File: config.mk
export PLATFORM = sky130hd
export DESIGN_NAME = pipe_addsub
export DESIGN_NICKNAME = d
export VERILOG_FILES = /design/src/rtl/pipe_addsub.sv
export SDC_FILE = /design/constraint.sdc
export NUM_CORES = 1
export LEC_CHECK = 0
export CAP_MARGIN = 5
export CORE_MARGIN = 5
export CORE_UTILIZATION = 40
export CTS_BUF_LIST = sky130_fd_sc_hd__clkbuf_2 sky130_fd_sc_hd__clkbuf_4 sky130_fd_sc_hd__clkbuf_8
export DETAILED_ROUTE_END_ITERATION = 8
export PLACE_DENSITY = 0.66
export SETUP_SLACK_MARGIN = 0.02
export SLEW_MARGIN = 25
export SYNTH_ARGS = -nofsm -noshare
export SYNTH_HDL_FRONTEND = slang
export SYNTH_SLANG_ARGS = --single-unit
File: constraint.sdc
create_clock -name clk -period 3.4 [get_ports clk]
set_clock_uncertainty 0.05 [all_clocks]
set_input_delay 0.34 -clock clk [delete_from_list [all_inputs] [get_ports clk]]
set_output_delay 0.34 -clock clk [all_outputs]
set_load 0.02 [all_outputs]
File: src/rtl/pipe_addsub.sv
`timescale 1ns/1ps
// pipe_addsub: adder/subtractor pipelined SEG bits per stage, carry handed stage to stage, valid/ready flow control.
// Define PIPE_ADDSUB_SAT_EN to clamp Out on overflow; without it Out is the wrapped result.
module pipe_addsub #(
    parameter int WIDTH = 16,
    parameter int SEG   = 4
) (
    input  logic             clk,
    input  logic             rst,
    input  logic             in_valid,
    output logic             in_ready,
    input  logic [WIDTH-1:0] InA,
    input  logic [WIDTH-1:0] InB,
    input  logic             Cin,
    input  logic             sub,
    input  logic             sign,
    output logic             out_valid,
    input  logic             out_ready,
    output logic [WIDTH-1:0] Out,
    output logic             Ofl,
    output logic             c_out,
    output logic             zero
);
    // WIDTH must be a multiple of SEG giving at least two stages.
    localparam int STAGES = WIDTH / SEG;

    // Stages 0..STAGES-2 keep operands, partial sum and carry; the last stage writes the output flops.
    logic [WIDTH-1:0]  a_q   [STAGES-1];
    logic [WIDTH-1:0]  b_q   [STAGES-1];
    logic [WIDTH-1:0]  sum_q [STAGES-1];
    logic [STAGES-2:0] carry_q;
    logic [STAGES-2:0] sub_q;
    logic [STAGES-2:0] sign_q;

    logic [STAGES-1:0] valid;
    logic [STAGES-1:0] ready;
    logic [STAGES-1:0] valid_in;

    logic [WIDTH-1:0]  a_d   [STAGES];
    logic [WIDTH-1:0]  b_d   [STAGES];
    logic [WIDTH-1:0]  sum_d [STAGES];
    logic [STAGES-1:0] carry_d;
    logic [STAGES-1:0] sub_d;
    logic [STAGES-1:0] sign_d;

    logic [WIDTH-1:0]  out_q;
    logic              ofl_q;
    logic              c_out_q;
    logic              zero_q;

    logic [WIDTH-1:0]  raw_d;
    logic [WIDTH-1:0]  res_d;
    logic              ofl_d;
    logic              zero_d;
    logic              a_msb;
    logic              b_msb;

    assign valid_in  = {valid[STAGES-2:0], in_valid};
    assign in_ready  = ready[0];
    assign out_valid = valid[STAGES-1];
    assign Out       = out_q;
    assign Ofl       = ofl_q;
    assign c_out     = c_out_q;
    assign zero      = zero_q;

    // A stage can take new data when it is empty or its occupant moves on this same cycle.
    always_comb begin
        logic r;
        ready = '0;
        r = !valid[STAGES-1] || out_ready;
        ready[STAGES-1] = r;
        for (int k = STAGES - 2; k >= 0; k--) begin
            r = !valid[k] || r;
            ready[k] = r;
        end
    end

    genvar k;
    generate
        for (k = 0; k < STAGES; k++) begin : g_stage
            logic [WIDTH-1:0] prev_sum;
            logic             c_seg;
            logic [SEG:0]     seg;

            if (k == 0) begin : g_head
                // Subtraction is A + ~B + 1, so the incoming carry is forced high.
                assign a_d[k]    = InA;
                assign b_d[k]    = sub ? ~InB : InB;
                assign c_seg     = sub | Cin;
                assign prev_sum  = '0;
                assign sub_d[k]  = sub;
                assign sign_d[k] = sign;
            end else begin : g_body
                assign a_d[k]    = a_q[k-1];
                assign b_d[k]    = b_q[k-1];
                assign c_seg     = carry_q[k-1];
                assign prev_sum  = sum_q[k-1];
                assign sub_d[k]  = sub_q[k-1];
                assign sign_d[k] = sign_q[k-1];
            end

            assign seg        = {1'b0, a_d[k][k*SEG +: SEG]} + {1'b0, b_d[k][k*SEG +: SEG]}
                              + {{SEG{1'b0}}, c_seg};
            assign carry_d[k] = seg[SEG];
            assign sum_d[k]   = prev_sum | ({{(WIDTH-SEG){1'b0}}, seg[SEG-1:0]} << (k*SEG));
        end
    endgenerate

    // Overflow uses the effective (possibly inverted) second operand's sign bit.
    always_comb begin
        raw_d = sum_d[STAGES-1];
        a_msb = a_d[STAGES-1][WIDTH-1];
        b_msb = b_d[STAGES-1][WIDTH-1];
        if (sign_d[STAGES-1]) begin
            ofl_d = (a_msb == b_msb) && (raw_d[WIDTH-1] != a_msb);
        end else begin
            ofl_d = sub_d[STAGES-1] ? ~carry_d[STAGES-1] : carry_d[STAGES-1];
        end
        res_d = raw_d;
`ifdef PIPE_ADDSUB_SAT_EN
        if (ofl_d) begin
            if (sign_d[STAGES-1]) begin
                res_d = a_msb ? {1'b1, {(WIDTH-1){1'b0}}} : {1'b0, {(WIDTH-1){1'b1}}};
            end else begin
                res_d = sub_d[STAGES-1] ? '0 : '1;
            end
        end
`endif
        zero_d = (res_d == '0);
    end

    always_ff @(posedge clk or posedge rst) begin
        if (rst) begin
            valid   <= '0;
            carry_q <= '0;
            sub_q   <= '0;
            sign_q  <= '0;
            for (int i = 0; i < STAGES - 1; i++) begin
                a_q[i]   <= '0;
                b_q[i]   <= '0;
                sum_q[i] <= '0;
            end
            out_q   <= '0;
            ofl_q   <= 1'b0;
            c_out_q <= 1'b0;
            zero_q  <= 1'b1;
        end else begin
            for (int i = 0; i < STAGES - 1; i++) begin
                if (ready[i]) begin
                    valid[i] <= valid_in[i];
                    if (valid_in[i]) begin
                        a_q[i]     <= a_d[i];
                        b_q[i]     <= b_d[i];
                        sum_q[i]   <= sum_d[i];
                        carry_q[i] <= carry_d[i];
                        sub_q[i]   <= sub_d[i];
                        sign_q[i]  <= sign_d[i];
                    end
                end
            end
            if (ready[STAGES-1]) begin
                valid[STAGES-1] <= valid_in[STAGES-1];
                if (valid_in[STAGES-1]) begin
                    out_q   <= res_d;
                    ofl_q   <= ofl_d;
                    c_out_q <= carry_d[STAGES-1];
                    zero_q  <= zero_d;
                end
            end
        end
    end

endmodule

=== Word-level counts from Yosys, hierarchy flattened ===
Cells that the tools add are included.

* Register bits: 164
* Input bits: 39
* Word-level logic and storage cells: 59

* Multiplexer cells: 3
* Equal/unequal tests: 2
* Add/subtract/negate cells: 8
* Reductions and logical operators: 14
* Bitwise operators: 6

{| class="wikitable"
|+ Operators with widths
! kind !! number
|-
| $add 4x4->5 || 4
|-
| $add 5x1->5 || 4
|-
| $logic_not 16->1 || 1
|-
| $mux 16 || 1
|-
| $not 16->16 || 1
|-
| $or 16x12->16 || 1
|-
| $or 16x16->16 || 1
|-
| $or 4x8->8 || 1
|-
| $reduce_and 2->1 || 4
|-
| $logic_not 1->1 || 4
|-
| $logic_or 1x1->1 || 4
|-
| $mux 1 || 2
|-
| $eq 1x1->1 || 1
|-
| $logic_and 1x1->1 || 1
|-
| $ne 1x1->1 || 1
|-
| $not 1->1 || 1
|-
| $or 1x1->1 || 1
|}

=== Longest topological paths before layout ===
* Depth after elaboration: 6
* Depth in mapped cells: 8
* Depth with buffers taken out: 7

=== Worst setup path after synthesis ===
Ideal clock, no wire load.

* Path type: in2reg
* Start point: input sub
* End point: register carry_q[0]
* Slack: 951 ps
* Arrival: 2272 ps
* Setup time: 127 ps
* Required time: 3223 ps
* Cell stages on the path: 8
* Path through: buf_2 > buf_2 > or2_2 > fa_1 > fa_1 > a21o_1 > a211oi_1 > a21oi_1

* Cells in the longest elaborated chain, start to end: 3
* Elaborated cells on any way between the ends: 4
* Those cells by class: 2 x add/sub; 1 x mux; 1 x bitwise

{| class="wikitable"
|+ RTL lines
! element !! RTL line !! source
|-
| start, declared || 15 || <nowiki>input logic sub,</nowiki>
|-
| $mux 16 || 88 || <nowiki>assign b_d[k] = sub ? ~InB : InB;</nowiki>
|-
| $add 4x4->5 || 102 || <nowiki>assign seg = {1'b0, a_d[k][k*SEG +: SEG]} + {1'b0, b_d[k][k*SEG +: SEG]}</nowiki>
|-
| $add 5x1->5 * || 103 || <nowiki>+ {{SEG{1'b0}}, c_seg};</nowiki>
|-
| end signal, assigned by index || 155 || <nowiki>carry_q[i] <= carry_d[i];</nowiki>
|-
| end, declared || 31 || <nowiki>logic [STAGES-2:0] carry_q;</nowiki>
|}

Every way passes the cells marked *; elsewhere a longest branch is shown, timed or not.
A chain may end at the register's enable or synchronous reset.

=== Worst setup path after layout ===
Ends and elaborated chain as after synthesis.

==> impl_results.html <==
<table>
<tr><th>Metric</th><th>Value</th></tr>
<tr><th colspan="2">Power and ir drop</th></tr>
<tr><td>Largest voltage drop on the vdd net</td><td>0.297 mV</td></tr>
<tr><td>Ratio of total power to cell area</td><td>755 nW/um^2</td></tr>
<tr><td>Leak</td><td>0.00245 uW</td></tr>
<tr><th colspan="2">Clocking</th></tr>
<tr><td>Worst-Skew Late Latency</td><td>0.37 ns</td></tr>
<tr><td>Number of CTS-inserted buffers</td><td>9</td></tr>
<tr><td>Number of gates resized after cts</td><td>0</td></tr>
<tr><td>Maximum buffer depth of the clock tree</td><td>2</td></tr>
<tr><td>Clock sink total</td><td>104</td></tr>
<tr><td>Clock root cell</td><td>sky130_fd_sc_hd__clkbuf_8</td></tr>
<tr><td>TritonCTS clock tree</td><td>done</td></tr>
<tr><td>Hold bufs inserted after CTS</td><td>0</td></tr>
<tr><td>Maximum level of the CTS H-tree</td><td>3</td></tr>
<tr><td>Clock input transition at the sequential cells of the worst setup and hold paths</td><td>0.10 ns</td></tr>
<tr><td>Number of buffers inserted by post-CTS setup repair</td><td>0</td></tr>
<tr><th colspan="2">Timing</th></tr>
<tr><td>Hold Vio Cnt, Final</td><td>0</td></tr>
<tr><td>Highest attainable clock frequency</td><td>0.420 GHz</td></tr>
<tr><td>RSZ-0062 raised after global routing</td><td>false</td></tr>
<tr><td>Worst-margin pin slew</td><td>0.618 ns</td></tr>
<tr><td>Rel. slew slack</td><td>0.588</td></tr>
<tr><td>Portion of the clock cycle consumed by the worst path in the final layout</td><td>0.700</td></tr>
<tr><td>Post-layout minimum cycle time</td><td>2.38 ns</td></tr>
<tr><td>Total negative slack</td><td>0 ns</td></tr>
<tr><td>Number of failing setup endpoints in the final timing report</td><td>0</td></tr>
<tr><td>Slew Limit Fails</td><td>0</td></tr>
<tr><th colspan="2">Outcome</th></tr>
<tr><td>Status</td><td>finished clean</td></tr>
<tr><th colspan="2">Critical path</th></tr>
<tr><td>Arrival time of the worst setup path</td><td>2.57 ns</td></tr>
<tr><td>Worst endpoint required time</td><td>3.59 ns</td></tr>
<tr><td>Maximum fanout encountered on the critical timing path</td><td>10</td></tr>
<tr><td>CP Launch Type</td><td>input port</td></tr>
<tr><td>Flop2flop setup slack</td><td>1.13 ns</td></tr>
<tr><td>Cell with the largest stage delay on the worst path</td><td>sky130_fd_sc_hd__fa_1</td></tr>
<tr><td>Type of element capturing the critical path</td><td>register</td></tr>
<tr><td>Dominant cell type by count on the critical path</td><td>sky130_fd_sc_hd__fa_1</td></tr>
<tr><td>Critical-path cell list</td><td>clkdlybuf4s50_1, buf_4, or2_2, fa_1, fa_1, a21o_1, a211oi_1, a21oi_1</td></tr>
<tr><td>Kind of critical path</td><td>input port to register</td></tr>
<tr><td>Slowest Stage Delay on Critical Path</td><td>0.42 ns</td></tr>
<tr><th colspan="2">Routing</th></tr>
<tr><td>Via density</td><td>4.74</td></tr>
<tr><td>Highest Signal Layer</td><td>met4</td></tr>
<tr><td>Routed length on met3</td><td>278 um</td></tr>
<tr><td>Total via count in the routed design</td><td>2621</td></tr>
<tr><td>Total Wirelength</td><td>7590 um</td></tr>
<tr><td>DRC marker count from the first detailed-route iteration</td><td>91</td></tr>
<tr><td>Number of search-and-repair iterations in the first detailed-routing pass</td><td>4</td></tr>
<tr><td>Antenna viol nets, final</td><td>0</td></tr>
<tr><td>Routed len/inst</td><td>13.7 um</td></tr>
<tr><td>DRC</td><td>0</td></tr>
<tr><td>Length of routed wiring on met1</td><td>3820 um</td></tr>
<tr><td>Routed wl met2</td><td>3330 um</td></tr>
<tr><th colspan="2">Min path</th></tr>
<tr><td>Hold Path Class</td><td>input port to asynchronous set/reset pin</td></tr>
<tr><th colspan="2">Layout</th></tr>
<tr><td>Post-route non-filler standard cell count</td><td>553</td></tr>
<tr><td>Nets</td><td>464</td></tr>
<tr><td>Antenna diode count</td><td>0</td></tr>
<tr><td>Share of post-route cells with drive strength above 1</td><td>0.251</td></tr>
<tr><td>P&amp;R area growth vs syn</td><td>20.8%</td></tr>
<tr><td>Utilization after layout</td><td>0.492</td></tr>
<tr><th colspan="2">Synth</th></tr>
<tr><td>Number of standard cells after synthesis</td><td>342</td></tr>
<tr><td>Post-synthesis instance area</td><td>4650 um^2</td></tr>
<tr><td>Synthesized area per cell</td><td>13.6 um^2</td></tr>
<tr><td>Number of synthesized register bits</td><td>104</td></tr>
<tr><td>Share of the synthesized area in the top cell type</td><td>0.554</td></tr>
<tr><td>Sequential element share of the synthesized area</td><td>0.560</td></tr>
<tr><td>Yosys warnings</td><td>0</td></tr>
<tr><td>Number of nets produced by synthesis</td><td>401</td></tr>
<tr><td>Distinct cell type count of the synthesized netlist</td><td>35</td></tr>
<tr><td>Yosys top cell by area</td><td>sky130_fd_sc_hd__dfrtp_1</td></tr>
<tr><td>Top cells by area in the synthesized netlist</td><td>sky130_fd_sc_hd__dfrtp_1 55%, sky130_fd_sc_hd__mux2_2 15%, sky130_fd_sc_hd__fa_1 3.4%</td></tr>
<tr><th colspan="2">Placed design</th></tr>
<tr><td>HPWL after detailed placement</td><td>5720 um</td></tr>
<tr><td>Cell count after placement</td><td>537</td></tr>
<tr><td>Gp weighted congestion</td><td>0.810</td></tr>
<tr><td>Buffers added on ports</td><td>59</td></tr>
<tr><th colspan="2">Floorplan</th></tr>
<tr><td>Chip Width</td><td>118 um</td></tr>
<tr><td>Die ar.</td><td>13900 um^2</td></tr>
<tr><td>Placeable core area</td><td>11400 um^2</td></tr>
<tr><td>Top-Level Pins</td><td>60</td></tr>
<tr><td>Starting utilization of the core area</td><td>0.407</td></tr>
<tr><td>Vert. Die Dim</td><td>118 um</td></tr>
<tr><td>Site row count</td><td>39</td></tr>
<tr><th colspan="2">Global routing</th></tr>
<tr><td>Via count of the first global-routing pass</td><td>2836</td></tr>
<tr><td>Largest net degree at the start of global routing</td><td>54</td></tr>
<tr><td>Initial antenna violation count</td><td>0</td></tr>
<tr><td>Total global-route track usage</td><td>0.120</td></tr>
<tr><td>GRT Residual Overflow</td><td>0</td></tr>
<tr><td>First-pass GRT wire length</td><td>13700 um</td></tr>
<tr><th colspan="2">Job</th></tr>
<tr><td>Max-cap violation count</td><td>0</td></tr>
</table>
[state kept, by name, summed over array words and instances (netlist names)]
signal,flops
valid,4
carry_q,3
c_out,1
zero,1
sign_q,3
a_d,24
sub_q,3
g_stage.prev_sum,24
b_d,24
Ofl,1
Out,16
[layer usage]
metal | vias to the layer above | global-route usage
met1 | 1249 | 0.170
met5 | - | 0
met2 | 47 | 0.173
li1 | 1313 | -
met4 | 0 | 0.0573
met3 | 12 | 0.0303
[where the power goes]
part | leakage (uW) | internal [uW] | switching, uW | total (uW)
Sequential | 0.00124 | 1660 | 268 | 1930
Combinational | 0.00110 | 808 | 647 | 1450
Clock | 0.000114 | 454 | 405 | 859
[placed cells by master, fill, tap and decap left out, types with 2 or more instances in the layout]
cell                              instances
sky130_fd_sc_hd__a21o_1                   7
sky130_fd_sc_hd__nor3_1                   2
sky130_fd_sc_hd__nand2_1                 28
sky130_fd_sc_hd__o21ai_0                 22
sky130_fd_sc_hd__o31ai_1                  2
sky130_fd_sc_hd__ha_1                    12
sky130_fd_sc_hd__nand3_1                  3
sky130_fd_sc_hd__fa_1                     8
sky130_fd_sc_hd__nor2_1                   2
sky130_fd_sc_hd__clkbuf_4                 2
sky130_fd_sc_hd__mux2_4                  10
sky130_fd_sc_hd__buf_4                    5
sky130_fd_sc_hd__mux2_2                  64
sky130_fd_sc_hd__xor2_1                   8
sky130_fd_sc_hd__inv_1                    9
sky130_fd_sc_hd__nor4_1                   2
sky130_fd_sc_hd__a21oi_1                  9
sky130_fd_sc_hd__clkbuf_8                10
sky130_fd_sc_hd__a211oi_1                 2
sky130_fd_sc_hd__bufinv_16                2
sky130_fd_sc_hd__or4_1                    2
sky130_fd_sc_hd__or2_2                    2
sky130_fd_sc_hd__xnor2_1                 15
sky130_fd_sc_hd__o21a_1                   2
sky130_fd_sc_hd__clkdlybuf4s50_1         59
sky130_fd_sc_hd__nand2b_1                 5
sky130_fd_sc_hd__dfrtp_1                103
[kinds of logic after synthesis]
kind of cell	Yosys count	share of synthesized area
simple gates	52	0.0557
buf+inv	23	0.0277
compound gates	46	0.0595
mux	74	0.187
flops	104	0.560
fa+ha+maj	20	0.0667
xor+xnor	23	0.0433
[area by class of cell]
cell class                      count  area, um^2
Fill cell                        1024        5800
Tap cell                          143         179
Inverter                           10        40.0
Timing Repair Buffer               65         648
Clock buffer                       12         153
Sequential cell                   104        2600
Multi-Input combinational cell    215        1920
Clock inverter                      4        76.3
[cell usage after synthesis, drive strengths merged]
| master | n |
|---|---|
| nor2 | 2 |
| buf | 13 |
| xnor2 | 15 |
| a21boi | 1 |
| dfstp | 1 |
| nor4 | 2 |
| nand3 | 3 |
| fa | 8 |
| or2 | 2 |
| nand3b | 1 |
| ha | 12 |
| nand4b | 2 |
| nor2b | 1 |
| a21o | 7 |
| o31ai | 2 |
| o21ai | 23 |
| nand4 | 1 |
| nor3 | 2 |
| dfrtp | 103 |
| mux2 | 74 |
| a211oi | 2 |
| inv | 10 |
| nand2b | 5 |
| xor2 | 8 |
| nand2 | 29 |
| o21a | 2 |
| or4 | 2 |
| a21oi | 9 |
[worst max-delay path: cells and delay by family]
family	cells	cell delay (ns)
compound gates	3	0.48
fa+ha+maj	2	0.84
buf+inv	2	0.60
simple gates	1	0.31
[worst paths after layout]
path                                        start                     end  depth (start not counted)
max in group asynchronous                     rst     a_d[41]$_DFFE_PP0P_                          3
hold reg to reg                  zero$_DFFE_PP1P_        zero$_DFFE_PP1P_                          2
hold / removal                                rst      Out[7]$_DFFE_PP0P_                          2
min in group clk                 zero$_DFFE_PP1P_        zero$_DFFE_PP1P_                          2
setup / recovery                              sub  carry_q[0]$_DFFE_PP0P_                          8
setup reg to reg           carry_q[2]$_DFFE_PP0P_         Ofl$_DFFE_PP0P_                          6
[metrics by stage]
| stage | total power (uW) | hold WS, ns | setup slack [ns] | cell area (um^2) |
|---|---|---|---|---|
| after detailed placement | 3440 | 0.423 | 0.630 | 5390 |
| after global placement | 3380 | 0.415 | 0.658 | 5390 |
| after global routing | 4560 | 0.409 | 0.923 | 5620 |
| after CTS | 4310 | 0.381 | 1.03 | 5620 |
| final | 4240 | 0.352 | 1.02 | 5620 |
| after floorplan | 2910 | 0.395 | 0.279 | 4650 |
Power figures use the tool's default switching activity.
